File: src/rtl/button_debounce_fsm_pkg.sv
// -----------------------------------------------------------------------------
// button_debounce_fsm_pkg
// Shared definitions for the push-button debouncer:
//   - state_t             : 2-bit binary FSM encoding
//   - SYNC_STAGES_DEFAULT : default synchronizer depth
//   - is_high_state()     : true for the states in which the debounced level is 1
// -----------------------------------------------------------------------------
package button_debounce_fsm_pkg;

    typedef enum logic [1:0] {
        IDLE_LOW  = 2'd0,
        WAIT_HIGH = 2'd1,
        IDLE_HIGH = 2'd2,
        WAIT_LOW  = 2'd3
    } state_t;

    localparam int SYNC_STAGES_DEFAULT = 2;

    // The debounced level stays high until a release has been confirmed,
    // so WAIT_LOW still counts as "high".
    function automatic logic is_high_state(input state_t s);
        return (s == IDLE_HIGH) || (s == WAIT_LOW);
    endfunction

endpackage

File: src/rtl/button_debounce_fsm_sync.sv
// -----------------------------------------------------------------------------
// input_synchronizer
// Multi-flop synchronizer for a single asynchronous level.
// Ports:
//   i_clock  - clock
//   i_reset  - synchronous active-high reset, clears every stage
//   i_async  - asynchronous input level
//   o_sync   - output of the final stage
// Parameter SyncStages: number of flops in the chain, legal range 2..4.
// -----------------------------------------------------------------------------
module input_synchronizer #(
    parameter int SyncStages = 2
) (
    input  logic i_clock,
    input  logic i_reset,
    input  logic i_async,
    output logic o_sync
);

    logic [SyncStages-1:0] r_sync;

    // Shift chain: new sample enters at bit 0, leaves from the top bit.
    always_ff @(posedge i_clock) begin
        if (i_reset) begin
            r_sync <= {SyncStages{1'b0}};
        end else begin
            r_sync <= {r_sync[SyncStages-2:0], i_async};
        end
    end

    assign o_sync = r_sync[SyncStages-1];

endmodule

File: src/rtl/button_debounce_fsm.sv
// -----------------------------------------------------------------------------
// button_debounce_fsm
// Moore debouncer for a bouncing push button. A press or release is accepted
// only once the synchronized level has stayed put until an external delay
// timer expires; the timer lives next to this block and is controlled by
// o_start.
// Ports:
//   i_clock       - clock, all state changes on the rising edge
//   i_reset       - synchronous active-high reset, highest priority
//   i_button_in   - raw asynchronous button level
//   i_timeout     - one-cycle expiry strobe from the companion timer
//   o_start       - timer control: 1 holds the timer cleared, 0 lets it count
//   o_debounced   - registered debounced level
//   o_rise_pulse  - registered one-cycle strobe on an accepted press
//   o_fall_pulse  - registered one-cycle strobe on an accepted release
//   o_press_count - accepted press count, wraps silently
// -----------------------------------------------------------------------------
module button_debounce_fsm
    import button_debounce_fsm_pkg::*;
#(
    parameter int SyncStages = SYNC_STAGES_DEFAULT,
    parameter int CountBits  = 8
) (
    input  logic                 i_clock,
    input  logic                 i_reset,
    input  logic                 i_button_in,
    input  logic                 i_timeout,
    output logic                 o_start,
    output logic                 o_debounced,
    output logic                 o_rise_pulse,
    output logic                 o_fall_pulse,
    output logic [CountBits-1:0] o_press_count
);

    logic   w_btn_sync;
    state_t r_state;
    state_t w_next_state;

    input_synchronizer #(
        .SyncStages (SyncStages)
    ) u_sync (
        .i_clock (i_clock),
        .i_reset (i_reset),
        .i_async (i_button_in),
        .o_sync  (w_btn_sync)
    );

    // State register.
    always_ff @(posedge i_clock) begin
        if (i_reset) begin
            r_state <= IDLE_LOW;
        end else begin
            r_state <= w_next_state;
        end
    end

    // Next-state logic. In the wait states the level check comes before the
    // timeout so that a reversal coinciding with expiry aborts the wait.
    always_comb begin
        w_next_state = r_state;
        case (r_state)
            IDLE_LOW: begin
                if (w_btn_sync) w_next_state = WAIT_HIGH;
                else            w_next_state = IDLE_LOW;
            end
            WAIT_HIGH: begin
                if (!w_btn_sync)    w_next_state = IDLE_LOW;
                else if (i_timeout) w_next_state = IDLE_HIGH;
                else                w_next_state = WAIT_HIGH;
            end
            IDLE_HIGH: begin
                if (!w_btn_sync) w_next_state = WAIT_LOW;
                else             w_next_state = IDLE_HIGH;
            end
            WAIT_LOW: begin
                if (w_btn_sync)     w_next_state = IDLE_HIGH;
                else if (i_timeout) w_next_state = IDLE_LOW;
                else                w_next_state = WAIT_LOW;
            end
            default: begin
                w_next_state = IDLE_LOW;
            end
        endcase
    end

    // Timer is held cleared whenever no wait is in progress.
    assign o_start = (r_state == IDLE_LOW) || (r_state == IDLE_HIGH);

    // Outputs are registered from the next state so they line up with the
    // state register rather than lagging it by a cycle. Pulses fire only on
    // a completed wait, never on an aborted one.
    always_ff @(posedge i_clock) begin
        if (i_reset) begin
            o_debounced   <= 1'b0;
            o_rise_pulse  <= 1'b0;
            o_fall_pulse  <= 1'b0;
            o_press_count <= {CountBits{1'b0}};
        end else begin
            o_debounced  <= is_high_state(w_next_state);
            o_rise_pulse <= (r_state == WAIT_HIGH) && (w_next_state == IDLE_HIGH);
            o_fall_pulse <= (r_state == WAIT_LOW)  && (w_next_state == IDLE_LOW);
            if ((r_state == WAIT_HIGH) && (w_next_state == IDLE_HIGH)) begin
                o_press_count <= o_press_count + {{(CountBits-1){1'b0}}, 1'b1};
            end else begin
                o_press_count <= o_press_count;
            end
        end
    end

endmodule

File: config.mk
export PLATFORM = sky130hd
export DESIGN_NAME = button_debounce_fsm
export DESIGN_NICKNAME = d
export VERILOG_FILES = /design/src/rtl/button_debounce_fsm_pkg.sv /design/src/rtl/button_debounce_fsm_sync.sv /design/src/rtl/button_debounce_fsm.sv
export SDC_FILE = /design/constraint.sdc
export NUM_CORES = 1
export LEC_CHECK = 0
export BUFFER_PORTS_ARGS = -buffer_cell sky130_fd_sc_hd__buf_2
export CAP_MARGIN = 5
export CORE_AREA = 5 5 42 44
export DETAILED_ROUTE_END_ITERATION = 7
export DIE_AREA = 0 0 47 49
export GPL_ROUTABILITY_DRIVEN = 0
export HOLD_SLACK_MARGIN = 0.03
export MAX_ROUTING_LAYER = met4
export PLACE_DENSITY = 0.79
export SLEW_MARGIN = 20
export SYNTH_ARGS = -nofsm -noshare
export SYNTH_HDL_FRONTEND = slang
export SYNTH_SLANG_ARGS = --single-unit
File: constraint.sdc
create_clock -name i_clock -period 1.4 [get_ports i_clock]
set_input_delay 0.42 -clock i_clock [delete_from_list [all_inputs] [get_ports i_clock]]
set_output_delay 0.42 -clock i_clock [all_outputs]
set_load 0.03 [all_outputs]
==> flow_summary.ini <==
[critical_path]
crit_start = o_debounced
arrival_ps = 940
worstSetupStartpointType = flip-flop
crit_type = flip-flop to primary output
path_max_fanout = 5
timing.rr.start = o_press_count[0]
worstPathRequired_ps = 980
end_kind = primary output

[floorplan]
die_w_um = 47
std_cell_rows = 14
ios = 16
coreArea_sq_um = 1401
die_y_um = 49
start_util = 0.4080
dieArea_sq_um = 2303

[synthesis]
synthArstFlopShare = 0
synth.area.top_cells = dfxtp_1 49%, a21oi_1 6.1%, o31ai_1 5.3%
synth.top_cell.area_share = 0.4902
syn_inst = 59
yosysWarnings = 0
synthesis.area_sq_um = 571.8
synth-seq-cells = 14
yosysMostFrequentCell = dfxtp_1
synthFlopType = dfxtp_1
syn_nets = 64
synth_edf_count = 0
avgSynthCellArea_sq_um = 9.691
synth_top_cell_by_area = dfxtp_1
ys_top_cells_by_count = 14 x dfxtp_1, 7 x a21oi_1, 5 x nand2_1, 4 x o31ai_1, 4 x or4_1
yosysSeqAreaShare = 0.4902
ys_types = 19

[layout]
fin_nets = 86
layout.cells.non_filler = 96
layout-drive-gt1-share = 0.3625
syn_to_final_growth_pct = 27.57
fin_area_sq_um = 729.5
utilization = 0.5205
diodes = 0

[cts]
clk_pin_slew_ps = 90
cts_max_level = 1
cts_tree = yes
clkLatencyLatePin_ps = 280
cts_sinks = 14
cts_made_buffers = 3
root_buffer = clkbuf_4
post_cts_buffers = 0
clockBufferDepth = 2

[timing]
timing.hold.ws_ps = 340.6
setup_viol = 0
finalHoldViolations = 0
rsz0062_at_grt = false
setup_ws_ps = 41.47
slew_headroom = 0.8334
slew_violations = 0
worst_pin_slew_ps = 247.7
min_period_ps = 1359
max_freq_mhz = 736.1
fin_tns_setup_ps = 0
finClkSkew_ps = 7.104
fin_crit_sh = 0.9704

[grt]
use_met3 = 0.02214
grt_pass1_vias = 465
grt_pass1_wl_um = 1966
gr-total-overflow = 0
gr-usage-met2 = 0.1516
grt_max_degree = 15
antenna_found_initial = 0
grt_most_used_layer = met1
track_usage = 0.1168
global_route.usage.met1 = 0.1607

[route]
route.vias.total = 505
totalWireLength_um = 1113
dr.pass1.iters = 4
drt_iter0_markers = 8
wl_per_cell_um = 11.59
viasPerCell = 5.260
drc = 0
drtAntennaViolNets = 0

[pwr]
p_per_area_nw_per_um2 = 990.1
finalPower_mw = 0.7223
peakVddDrop_mv = 0.6303
p_leak_nw = 0.3120

[hold_path]
hold_path_class = input pin to flip-flop
holdCritStartpoint = i_button_in

[placement]
placedCellCount = 92
port_buffers = 15
post-place-ws_ps = -28.10
placed_area_sq_um = 681.9
dpl.hpwl_um = 824.9

[status]
status = finished clean

[flow_run]
max_cap_viol_count = 0
[report_power, final]
| part | switching (mW) | internal, mW | leakage (nW) |
|---|---|---|---|
| clock | 0.134 | 0.158 | 0.0210 |
| combinational | 0.0151 | 0.0106 | 0.176 |
| sequential | 0.00276 | 0.402 | 0.115 |
[state kept, by name (all words and copies together) (netlist names)]
| register | cells |
|---|---|
| o_press_count | 8 |
| u_sync.r_sync | 2 |
| o_debounced | 1 |
| o_fall_pulse | 1 |
| o_rise_pulse | 1 |
| r_state | 1 |
[timing repair]
item	4_1_cts	5_1_grt
endpoints found under the setup margin	0	5
resized for setup	0	5
hold buffers	0	0
[cell usage in the layout, fill, tap and decap left out, drive strengths merged, types with 2 or more instances in the layout]
| cell type | instances |
|---|---|
| buf | 17 |
| dfxtp | 14 |
| a21oi | 7 |
| clkbuf | 6 |
| nand2 | 5 |
| o31ai | 4 |
| or4 | 4 |
| inv | 3 |
| nand3 | 3 |
| nor2 | 3 |
| nor4b | 2 |
| o21ai | 2 |
| or3 | 2 |
| xor2 | 2 |
| nor2b | 2 |
[critical path, stage by stage, from the launching register on]
cell,delay [ps]
dfxtp_1,340
buf_4,130
clkbuf_4,180
[layer usage]
metal  vias to the layer above  routed length (um)  share of wire
met3                         5                  58          0.052
met1                       231                 521           0.47
met4                         0                  34          0.031
li1                        257                   -              -
met5                         -                   0              0
met2                        12                 498           0.45
[cells by family (layout without fill, tap and decap cells)]
family / after synthesis / in the layout / synth area share
xor+xnor: 2 / 2 / 0.03064
mux: 1 / 1 / 0.01751
fa+ha+maj: 1 / 1 / 0.02188
buf+inv: 5 / 26 / 0.05031
flops: 14 / 14 / 0.4902
compound gates: 13 / 13 / 0.1313
simple gates: 23 / 23 / 0.2582
[layout make-up]
type                       instances  area (sq um)
multi-input combinational         40         266.5
tap                               16         20.02
fill                             135         671.9
clock buffer                       4         36.28
inverter                           3         11.26
sequential                        14         285.3
timing repair buffer              19         110.1
[path summary, 6_finish.rpt]
path	slack, ps	to	cells past startpoint
worst min-delay path	340	u_sync.r_sync[0]	2
worst max register to register	120	o_press_count[6]	4
worst max-delay path	40	o_debounced	2
worst min register to register	450	u_sync.r_sync[1]	1
Power figures use the tool's default switching activity.
